===== config.mk =====
export PLATFORM = sky130hd
export DESIGN_NAME = fetch_unit
export DESIGN_NICKNAME = d
export VERILOG_FILES = /design/src/rtl/fetch_unit_pkg.sv /design/src/rtl/fetch_buf.sv /design/src/rtl/fetch_unit.sv
export SDC_FILE = /design/constraint.sdc
export NUM_CORES = 1
export LEC_CHECK = 0
export ABC_CLOCK_PERIOD_IN_PS = 2500
export CORE_MARGIN = 2
export CORE_UTILIZATION = 40
export CTS_CLUSTER_SIZE = 25
export DETAILED_ROUTE_END_ITERATION = 6
export GPL_ROUTABILITY_DRIVEN = 1
export PLACE_DENSITY = 0.61
export SYNTH_ARGS = -nofsm -noshare
export SYNTH_HDL_FRONTEND = slang
export SYNTH_SLANG_ARGS = --single-unit

===== constraint.sdc =====
create_clock -name clk -period 2.5 [get_ports clk]
set_input_delay 0.5 -clock clk [delete_from_list [all_inputs] [get_ports clk]]
set_output_delay 0.5 -clock clk [all_outputs]
set_load 0.02 [all_outputs]

===== src/rtl/fetch_unit_pkg.sv =====
`default_nettype none
// ============================================================================
// Module   : fetch_unit_pkg
// Purpose  : Shared constants and helpers for the instruction-fetch stage.
// Revision : 1.0
// ============================================================================
package fetch_unit_pkg;

  localparam int          INSTR_W          = 32;
  localparam logic [31:0] PC_STEP          = 32'd4;
  localparam logic [31:0] DEFAULT_RESET_PC = 32'h0000_0000;

  function automatic logic [31:0] align_pc(input logic [31:0] pc);
    return pc & ~32'h3;
  endfunction

endpackage
`default_nettype wire


===== src/rtl/fetch_buf.sv =====
`default_nettype none
// ============================================================================
// Module   : fetch_buf
// Purpose  : Circular buffer of {pc, instr, filled}; entries are allocated at
//            request time and filled in order as responses return.
// Revision : 1.0
// ============================================================================
module fetch_buf
  import fetch_unit_pkg::*;
#(
  parameter int DEPTH = 2,
  localparam int PTR_W = (DEPTH > 1) ? $clog2(DEPTH) : 1,
  localparam int CNT_W = PTR_W + 1
) (
  input  logic               clk,
  input  logic               rst_n,
  input  logic               alloc_en,
  input  logic [31:0]        alloc_pc,
  input  logic               fill_en,
  input  logic [INSTR_W-1:0] fill_instr,
  input  logic               pop_en,
  input  logic               flush,
  output logic [CNT_W-1:0]   count,
  output logic [CNT_W-1:0]   pending,
  output logic               head_valid,
  output logic [INSTR_W-1:0] head_instr,
  output logic [31:0]        head_pc
);

  logic [31:0]        r_pc    [DEPTH];
  logic [INSTR_W-1:0] r_instr [DEPTH];
  logic [DEPTH-1:0]   r_filled;
  logic [PTR_W-1:0]   r_alloc_ptr;
  logic [PTR_W-1:0]   r_fill_ptr;
  logic [PTR_W-1:0]   r_head_ptr;
  logic [CNT_W-1:0]   r_count;
  logic [CNT_W-1:0]   r_pending;

  always_ff @(posedge clk or negedge rst_n) begin
    if (!rst_n) begin
      r_alloc_ptr <= '0;
      r_fill_ptr  <= '0;
      r_head_ptr  <= '0;
      r_count     <= '0;
      r_pending   <= '0;
      r_filled    <= '0;
      for (int i = 0; i < DEPTH; i++) begin
        r_pc[i]    <= '0;
        r_instr[i] <= '0;
      end
    end else if (flush) begin
      // Everything still held is wrong-path; restart the ring from slot 0.
      r_alloc_ptr <= '0;
      r_fill_ptr  <= '0;
      r_head_ptr  <= '0;
      r_count     <= '0;
      r_pending   <= '0;
      r_filled    <= '0;
    end else begin
      if (alloc_en) begin
        r_pc[r_alloc_ptr]     <= alloc_pc;
        r_filled[r_alloc_ptr] <= 1'b0;
        r_alloc_ptr           <= r_alloc_ptr + PTR_W'(1);
      end
      if (pop_en) begin
        r_filled[r_head_ptr] <= 1'b0;
        r_head_ptr           <= r_head_ptr + PTR_W'(1);
      end
      if (fill_en) begin
        r_instr[r_fill_ptr]  <= fill_instr;
        r_filled[r_fill_ptr] <= 1'b1;
        r_fill_ptr           <= r_fill_ptr + PTR_W'(1);
      end
      r_count   <= r_count + CNT_W'(alloc_en) - CNT_W'(pop_en);
      r_pending <= r_pending + CNT_W'(alloc_en) - CNT_W'(fill_en);
    end
  end

  assign count      = r_count;
  assign pending    = r_pending;
  assign head_valid = (r_count != '0) && r_filled[r_head_ptr];
  assign head_instr = r_instr[r_head_ptr];
  assign head_pc    = r_pc[r_head_ptr];

endmodule
`default_nettype wire


===== src/rtl/fetch_unit.sv =====
`default_nettype none
// ============================================================================
// Module   : fetch_unit
// Purpose  : Instruction-fetch stage: PC, memory request issue, redirect and
//            wrong-path response dropping, buffered handoff to decode.
// Revision : 1.0
// ============================================================================
module fetch_unit
  import fetch_unit_pkg::*;
#(
  parameter logic [31:0] RESET_PC = DEFAULT_RESET_PC,
  parameter int          DEPTH    = 2
) (
  input  logic               clk,
  input  logic               rst_n,
  output logic               imem_req_valid,
  input  logic               imem_req_ready,
  output logic [31:0]        imem_req_addr,
  input  logic               imem_rsp_valid,
  input  logic [INSTR_W-1:0] imem_rsp_data,
  input  logic               redirect_valid,
  input  logic [31:0]        redirect_pc,
  output logic               if_valid,
  input  logic               if_ready,
  output logic [INSTR_W-1:0] if_instr,
  output logic [31:0]        if_pc
);

  localparam int CNT_W = ((DEPTH > 1) ? $clog2(DEPTH) : 1) + 1;

  logic             r_active;
  logic [31:0]      r_pc;
  logic [CNT_W-1:0] r_drop;

  logic [CNT_W-1:0] w_count;
  logic [CNT_W-1:0] w_pending;
  logic             w_req_fire;
  logic             w_rsp_drop;
  logic             w_fill;
  logic             w_pop;

  // r_active keeps the request line low until the first edge after reset.
  assign imem_req_valid = r_active && !redirect_valid && (w_count < CNT_W'(DEPTH));
  assign imem_req_addr  = r_pc;
  assign w_req_fire     = imem_req_valid && imem_req_ready;
  assign w_pop          = if_valid && if_ready;

  // Old-path responses arrive first, so any pending drop claims this one.
  assign w_rsp_drop = imem_rsp_valid &&
                      ((r_drop != '0) || (redirect_valid && (w_pending != '0)));
  assign w_fill     = imem_rsp_valid && !redirect_valid &&
                      (r_drop == '0) && (w_pending != '0);

  always_ff @(posedge clk or negedge rst_n) begin
    if (!rst_n) begin
      r_active <= 1'b0;
      r_pc     <= RESET_PC;
      r_drop   <= '0;
    end else begin
      r_active <= 1'b1;
      if (redirect_valid) begin
        r_pc <= align_pc(redirect_pc);
      end else if (w_req_fire) begin
        r_pc <= r_pc + PC_STEP;
      end
      r_drop <= r_drop + (redirect_valid ? w_pending : '0) - CNT_W'(w_rsp_drop);
    end
  end

  fetch_buf #(
    .DEPTH (DEPTH)
  ) u_buf (
    .clk        (clk),
    .rst_n      (rst_n),
    .alloc_en   (w_req_fire),
    .alloc_pc   (r_pc),
    .fill_en    (w_fill),
    .fill_instr (imem_rsp_data),
    .pop_en     (w_pop),
    .flush      (redirect_valid),
    .count      (w_count),
    .pending    (w_pending),
    .head_valid (if_valid),
    .head_instr (if_instr),
    .head_pc    (if_pc)
  );

  a_rsp_expected : assert property (@(posedge clk) disable iff (!rst_n)
    imem_rsp_valid |-> ((r_drop != '0) || (w_pending != '0)));

endmodule
`default_nettype wire

==> results of run 1 <==
==> path summary, 6_finish.rpt <==
kind / to / slack [ps] / cells past startpoint
hold reg to reg: r_drop[1] / 490 / 1
hold / removal: u_buf.r_pc[6] / 50 / 1
setup / recovery: if_instr[16] / 150 / 3
max in group asynchronous: u_buf.r_instr[8] / 1720 / 2
setup reg to reg: imem_req_addr[25] / 300 / 4
min in group clk: u_buf.pending[1] / 400 / 2
==> sequential cells by signal, indices dropped and copies added (netlist names), 2 cells and up <==
signal          flops
u_buf.r_instr      64
u_buf.r_pc         60
imem_req_addr      30
r_drop              2
u_buf.count         2
u_buf.pending       2
u_buf.r_filled      2
==> cell families after synthesis <==
kind of cell / after synthesis / share of synthesized area (%)
and+or+nand+nor: 119 / 8.151
xor gates and xnor gates: 19 / 2.155
muxes: 188 / 27.39
other: 2 / 0.09727
AOI/OAI and AO/OA: 50 / 4.375
adders and majority gates: 7 / 1.134
buffers and inverters: 54 / 2.901
DFF: 166 / 53.80
==> per-layer routing <==
metal,up-vias,wire (um),track usage (%)
met4,0,377,7.764
met1,2765,8217,23.89
met5,-,0,0
li1,2527,-,-
met2,140,9684,32.54
met3,25,816,4.158
==> worst reg2reg max path: stages, from the launching register on <==
cell     delay, ps
dfrtp_1        510
nand4_1        200
or4_1          670
or4_1          540
a31oi_1        190
==> layout by cell type (no fill, tap or decap), types with 3 or more instances in the layout <==
master,Yosys,routed
nor3_1,3,3
clkbuf_16,0,17
buf_12,0,6
conb_1,2,5
o31ai_1,8,8
mux2_2,186,186
a21oi_1,3,3
xnor2_1,15,15
o21ai_0,14,14
dfrtp_1,166,165
nand2_1,31,31
nor2_1,26,25
clkbuf_8,0,3
clkinvlp_4,0,3
ha_1,7,7
nand3_1,16,16
or4_1,11,11
buf_4,4,28
o211ai_1,4,4
xor2_1,4,4
nor4_1,5,5
clkdlybuf4s50_1,0,96
a31oi_1,10,10
inv_1,15,15
a211o_1,4,4
dlygate4sd2_1,0,63
nand4_1,10,10
==> where the power goes <==
part	internal, mW	leakage [nW]	switching (mW)
Clock	1.56	0.283	1.06
Sequential	3.29	2.13	0.345
Combinational	1.32	2.38	1.22
Total	6.16	4.79	2.63
==> metrics by stage <==
step                      cell area (sq um)  hold slack [ps]  util [%]  total power, mW  setup WS (ps)
final                                 10430            52.92     55.39            8.792          147.9
after global routing                  10430            95.08     55.39            9.226          91.64
after CTS                             10430            67.80     55.36            8.898          112.7
after detailed placement               9872            474.3     52.43            6.536         -123.7
after global placement                 9872            462.0     52.43            6.412         -79.45
after floorplan                        7732            204.4         -            5.193          125.0
==> cell type report <==
class / count / area (sq um) / share of cell area (%)
multi-input combinational: 388 / 3369 / 32.31
sequential: 166 / 4155 / 39.84
timing repair buffer: 198 / 1926 / 18.46
inverter: 15 / 56.30 / 0.5398
clock buffer: 22 / 474.2 / 4.547
tap: 260 / 325.3 / 3.119
antenna: 2 / 5.005 / 0.04798
clock inverter: 10 / 118.9 / 1.140
==> cells in the mapped netlist, types with 10 or more instances <==
| library cell | instances | share of area (%) |
|---|---|---|
| or4_1 | 11 | 1.1 |
| o21ai_0 | 14 | 0.91 |
| nor2_1 | 26 | 1.3 |
| inv_1 | 15 | 0.73 |
| buf_1 | 10 | 0.49 |
| mux2_2 | 186 | 27 |
| nand2_1 | 31 | 1.5 |
| a31oi_1 | 10 | 0.81 |
| dfrtp_1 | 166 | 54 |
| xnor2_1 | 15 | 1.7 |
| clkbuf_1 | 20 | 0.97 |
| nand4_1 | 10 | 0.81 |
| nand3_1 | 16 | 1.0 |
==> qor.yml, run 1 <==
dieArea_sq_mm: 0.02043
rows: 50
report.final.slew_viol_count: 0
r2r_start: "imem_req_addr[16]"
period_share_pct: 94.08
layout-drive-gt1-share_pct: 32.79
startpoint: "u_buf.r_head_ptr"
ys_seq_elements: 166
yosysSeqAreaShare_pct: 53.80
clock_tree.root_cell: "clkbuf_16"
antenna_found_initial: 2
critical_path_class: "reg2out"
via_per_inst: 5.143
p_leak_nw: 4.793
synth.avg_cell_area_sq_um: 12.76
grt_max_degree: 60
cts_hold_buf: 0
initial_core_util_pct: 41.00
slowest_stage: "dfrtp_2"
ys_types: 43
ys_warn_count: 0
layout_min_cycle_time_ps: 2352
cts_setup_buffers: 0
insertion_delay_ps: 420
area_growth_pct: 35.08
critical-path-top-delay-family: "buffers and inverters"
htree_num_levels: 4
clock_tree.buffer_depth: 2
setup.worst_path.end_class: "output port"
grt_overflow_total: 0
gp_congestion: 0.7955
fillCellCount: 1625
tightest_slew_ps: 604.5
grt_pass1_vias: 5750
cts.clk_slew.worst_paths_ps: 60
relSlewSlack_pct: 59.70
synth_edf_count: 0
power.density_mw_per_mm2: 842.9
finalHoldViolCount: 0
path_cells: "buf_16 -> mux2_2 -> dlygate4sd2_1"
irDropWorstVdd_mv: 0.5365
fp.dieH_um: 142.9
drt_iter0_markers: 221
die_w_um: 142.9
slowest_delay_ps: 480
tns_ps: 0
cts_buffers: 17
worstPathArrival_ps: 1850
worstHoldPathType: "in2async"
fin_cells: 1061
route.vias.total: 5457
firstDrtPassIters: 4
setup_viol: 0
dp.cells: 1026
port_buffers: 161
ant_nets: 0
grt_first_pass_wirelength_um: 30020
finClkSkew_ps: 7.874
wl_um: 19100
cp_num_buf_inv: 2
start_kind: "flop"
detailed_place_hpwl_um: 13010
drc: 0
ctsResizeCount: 66
rsz0062_at_grt: "false"
core_sq_mm: 0.01883
avgRoutedWirePerCell_um: 18.00
max-cap-violations: 0
synthCells: 605
async_flop_share_pct: 100.0
nets: 863
track_usage_pct: 19.20
critPathMaxFanout: 27
io_pins: 168
cts_tree: "done"
cp.required_ps: 2000
status: "finished clean"
clock_sinks: 166
ys.flop_type: "dfrtp_1"
synth.cell_area_sq_mm: 0.007721
fmax_mhz: 425.1
Power figures use the tool's default switching activity.
==> run 2, diff against run 1 <==
--- a/config.mk
+++ b/config.mk
@@ -5,7 +5,7 @@
 export SDC_FILE = /design/constraint.sdc
 export NUM_CORES = 1
 export LEC_CHECK = 0
-export ABC_CLOCK_PERIOD_IN_PS = 2500
+export CORE_ASPECT_RATIO = 0.7
 export CORE_MARGIN = 2
 export CORE_UTILIZATION = 40
 export CTS_CLUSTER_SIZE = 25
==> qor.yml, run 2 (synthesis results as in run 1) <==
slowest_delay_ps: 630
relSlewSlack_pct: 65.10
drt_iter0_markers: 278
report.final.slew_viol_count: 0
insertion_delay_ps: 420
fillCellCount: 1538
avgRoutedWirePerCell_um: 17.90
firstDrtPassIters: 4
grt_overflow_total: 0
cp_num_buf_inv: 2
finClkSkew_ps: 10.42
clock_sinks: 166
area_growth_pct: 34.79
grt_pass1_vias: 5874
rsz0062_at_grt: "true"
grt_first_pass_wirelength_um: 30390
detailed_place_hpwl_um: 12830
dieArea_sq_mm: 0.02045
setup.worst_path.end_class: "output port"
drc: 0
nets: 860
cts.clk_slew.worst_paths_ps: 70
clock_tree.buffer_depth: 2
largest_reg_flops: 64
io_pins: 168
track_usage_pct: 19.01
fp.dieH_um: 120.2
path_cells: "buf_12 -> mux2i_1 -> nor2_1 -> clkdlybuf4s50_1"
grt_max_degree: 53
antennaDiodeCount: 0
multi_input_area_sq_mm: 0.003369
layout_min_cycle_time_ps: 2450
area.sequential_sq_mm: 0.004155
setup_viol: 0
worstPathArrival_ps: 1950
wl_um: 18570
cts_tree: "done"
antenna_found_initial: 0
port_buffers: 161
utilization_pct: 55.01
route.vias.total: 5409
critical_path_class: "reg2out"
fin_ws_ps: 50.31
via_per_inst: 5.216
max-cap-violations: 0
pre_cts_slack_ps: -150.2
cp.required_ps: 2000
core_sq_mm: 0.01892
critical-path-top-delay-family: "buffers and inverters"
period_share_pct: 97.99
critPathMaxFanout: 27
clock_tree.root_cell: "clkbuf_16"
crit_cells: 4
regMostFlops: "u_buf.r_instr"
htree_num_levels: 4
tightest_slew_ps: 523.4
power.density_mw_per_mm2: 848.8
final_cell_mix: "186 x mux2_2, 165 x dfrtp_1, 109 x clkdlybuf4s50_1"
ant_nets: 0
p_leak_nw: 4.858
gp_congestion: 0.7771
layout-drive-gt1-share_pct: 32.58
final_common_cell: "mux2_2"
die_w_um: 170.1
worstHoldPathType: "in2async"
finalHoldViolCount: 0
reg2regPathDepth: 6
cts_buffers: 17
start_kind: "flop"
fmax_mhz: 408.2
slowest_stage: "clkdlybuf4s50_1"
irDropWorstVdd_mv: 0.5839
status: "finished clean"
initial_core_util_pct: 40.81
rows: 42
run 2: worst reg2reg max path: stages, from the launching register on:
cell and delay, ps:
dfrtp_1 470, ha_1 210, nand3_1 130, or4_1 530
buf_4 190, or4_1 490, a31oi_1 190
run 2: area by class of cell:
class	count	share of cell area, %
clock inverters	11	1.202
clock buffers	20	4.388
multi-input cells	388	32.38
repair buffers	195	18.66
inverters	15	0.5410
well taps	242	2.909
flip-flops and latches	166	39.93
run 2: metal layers:
| layer | vias up | routed length [um] | GRT usage, % |
|---|---|---|---|
| li1 | 2520 | - | - |
| met1 | 2716 | 8728 | 26.33 |
| met2 | 167 | 8581 | 30.03 |
| met3 | 6 | 1154 | 5.106 |
| met4 | 0 | 101 | 4.327 |
| met5 | - | 0 | 0 |
run 2: repair_timing:
action	4_1_cts	5_1_grt
gates resized for setup	39	11
hold endpoints to repair	0	0
setup endpoints to repair	39	12
pin swaps	0	0
buffers inserted	0	0
hold buffers	0	0
run 2: path summary, 6_finish.rpt:
path	slack [ps]	end	startpoint
min reg2reg	470	r_drop[1]	r_drop[1]
min in group clk	440	u_buf.count[1]	redirect_valid
max in group asynchronous	1800	u_buf.r_instr[47]	rst_n
min	40	u_buf.r_pc[9]	rst_n
max reg2reg	200	imem_req_addr[30]	imem_req_addr[3]
max	50	if_valid	u_buf.r_head_ptr
run 2: through the flow:
stage,power [mW],cells,hold slack [ps],setup TNS [ps],instance area (sq um)
after CTS,8.973,1037,40.92,0,10380
final,8.834,1037,40.33,0,10410
after floorplan,5.193,608,204.4,0,7732
after global placement,6.411,1006,462.2,-337.9,9847
after global routing,9.311,1037,64.23,-29.52,10410
after detailed placement,6.507,1006,466.7,-609.6,9847
run 2: power by group:
part           total (mW)  switching, mW  internal (mW)
Combinational        2.62           1.21           1.40
Clock                2.59           1.07           1.52
Sequential           3.63          0.341           3.29
==> run 3, diff against run 2 <==
==> constraint.sdc (replaced) <==
create_clock -name clk -period 2.5 [get_ports clk]
set_input_delay 0.5 -clock clk [delete_from_list [all_inputs] [get_ports clk]]
set_output_delay 0.5 -clock clk [all_outputs]
set_load 0.01 [all_outputs]
==> qor.yml, run 3 (synthesis results as in run 1) <==
status: "finished clean"
htree_num_levels: 4
power.density_mw_per_mm2: 837.6
period_share_pct: 97.68
core_sq_mm: 0.01892
r2r_start: "imem_req_addr[3]"
tns_ps: 0
wl_um: 18230
finClkSkew_ps: 5.731
reg2regPathDepth: 6
grt_first_pass_wirelength_um: 29370
setup_viol: 0
dp.cells: 1003
avgRoutedWirePerCell_um: 17.61
place_area_sq_mm: 0.009799
finalHoldViolCount: 0
fin_cells: 1035
layout-drive-gt1-share_pct: 32.28
drt_iter0_markers: 306
via_per_inst: 5.160
relSlewSlack_pct: 63.90
utilization_pct: 55.38
final_cell_mix: "186 x mux2_2, 165 x dfrtp_1, 136 x clkdlybuf4s50_1"
largest_reg_flops: 64
gp_congestion: 0.7742
worstPathArrival_ps: 1940
ant_nets: 0
critical_path_class: "reg2out"
drc: 0
clock_tree.buffer_depth: 2
r2r_slack_ps: 190
clock_sinks: 166
report.final.slew_viol_count: 0
final_common_cell: "mux2_2"
area.sequential_sq_mm: 0.004155
timing.rr.end: "imem_req_addr[28]"
hold_ws_ps: 32.67
fillCellCount: 1572
fp.dieH_um: 120.2
detailed_place_hpwl_um: 12450
stdcell_area_sq_mm: 0.01048
grt_pass1_vias: 5537
irDropWorstVdd_mv: 0.6337
port_buffers: 161
die_w_um: 170.1
critPathMaxFanout: 37
fmax_mhz: 409.5
ctsResizeCount: 0
met2_length_um: 7980
multi_input_area_sq_mm: 0.003369
tightest_slew_ps: 541.5
nets: 857
area_growth_pct: 35.68
regMostFlops: "u_buf.r_instr"
clock_tree.root_cell: "clkbuf_16"
antennaDiodeCount: 0
route.vias.total: 5341
dieArea_sq_mm: 0.02045
drt-met1-wl_um: 8769
dr_wl_met3_um: 1234
io_pins: 168
max-cap-violations: 0
track_usage_pct: 18.56
worstHoldPathType: "in2async"
rsz0062_at_grt: "true"
cp.required_ps: 2000
grt_overflow_total: 0
cts_buffers: 17
start_kind: "flop"
setup.worst_path.end_class: "output port"
cts.clk_slew.worst_paths_ps: 60
top_layer: "met4"
grt_max_degree: 63
layout_min_cycle_time_ps: 2442
p_leak_nw: 4.892
cts_setup_buffers: 0
antenna_found_initial: 0
firstDrtPassIters: 4
insertion_delay_ps: 420
cts_tree: "done"
cts_hold_buf: 0
rows: 42
initial_core_util_pct: 40.81
==> run 3: changes by cell type in the layout (fill, tap and decap cells not counted) <==
cell / delta
clkdlybuf4s50_1: +27
dlymetal6s2s_1: +12
buf_12: -2
clkbuf_8: +1
clkbuf_1: +1
bufinv_16: +1
dlygate4sd2_1: -39
clkinv_2: -2
buf_4: -1
==> run 3: power by group <==
group | switching (mW) | internal, mW
combinational | 0.877 | 1.54
sequential | 0.339 | 3.29
clock | 1.07 | 1.66
==> run 3: final cells by class <==
| class | count | share of cell area (%) |
|---|---|---|
| Clock inverter | 10 | 1.385 |
| Timing Repair Buffer | 192 | 18.83 |
| Clock buffer | 22 | 4.526 |
| Tap cell | 242 | 2.890 |
| Multi-Input combinational cell | 388 | 32.16 |
| Inverter | 15 | 0.5374 |
| Sequential cell | 166 | 39.66 |
==> run 3: worst max-delay path by stage <==
| stage | startpoint | to | slack (ps) | depth (start not counted) |
|---|---|---|---|---|
| floorplan | redirect_valid | r_drop[1] | 120 | 10 |
| global placement | imem_req_ready | imem_req_addr[26] | -110 | 6 |
| detailed placement | imem_req_ready | imem_req_addr[26] | -140 | 6 |
| CTS | u_buf.r_head_ptr | if_instr[30] | 2 | 3 |
| global route | u_buf.r_head_ptr | if_valid | -20 | 4 |
| finish | u_buf.r_head_ptr | if_instr[24] | 60 | 3 |
==> run 3: through the flow <==
step           setup slack [ps]  power [mW]
3_5_place_dp             -141.7       6.150
6_report                  57.94       8.775
5_1_grt                  -17.03       9.263
3_3_place_gp             -106.5       6.068
2_1_floorplan             125.0       4.847
4_1_cts                   2.240       8.933
==> run 3: routing by layer <==
layer | GRT usage [%] | up-vias
met1 | 26.46 | 2654
met4 | 5.449 | 0
met2 | 27.82 | 148
met5 | 0 | -
met3 | 5.074 | 13
li1 | - | 2526
==> run 3: critical path, cell delays in order, from the launching register on <==
cell	delay [ps]
dfrtp_2	410
buf_12	250
mux2_2	360
clkdlybuf4s50_1	480
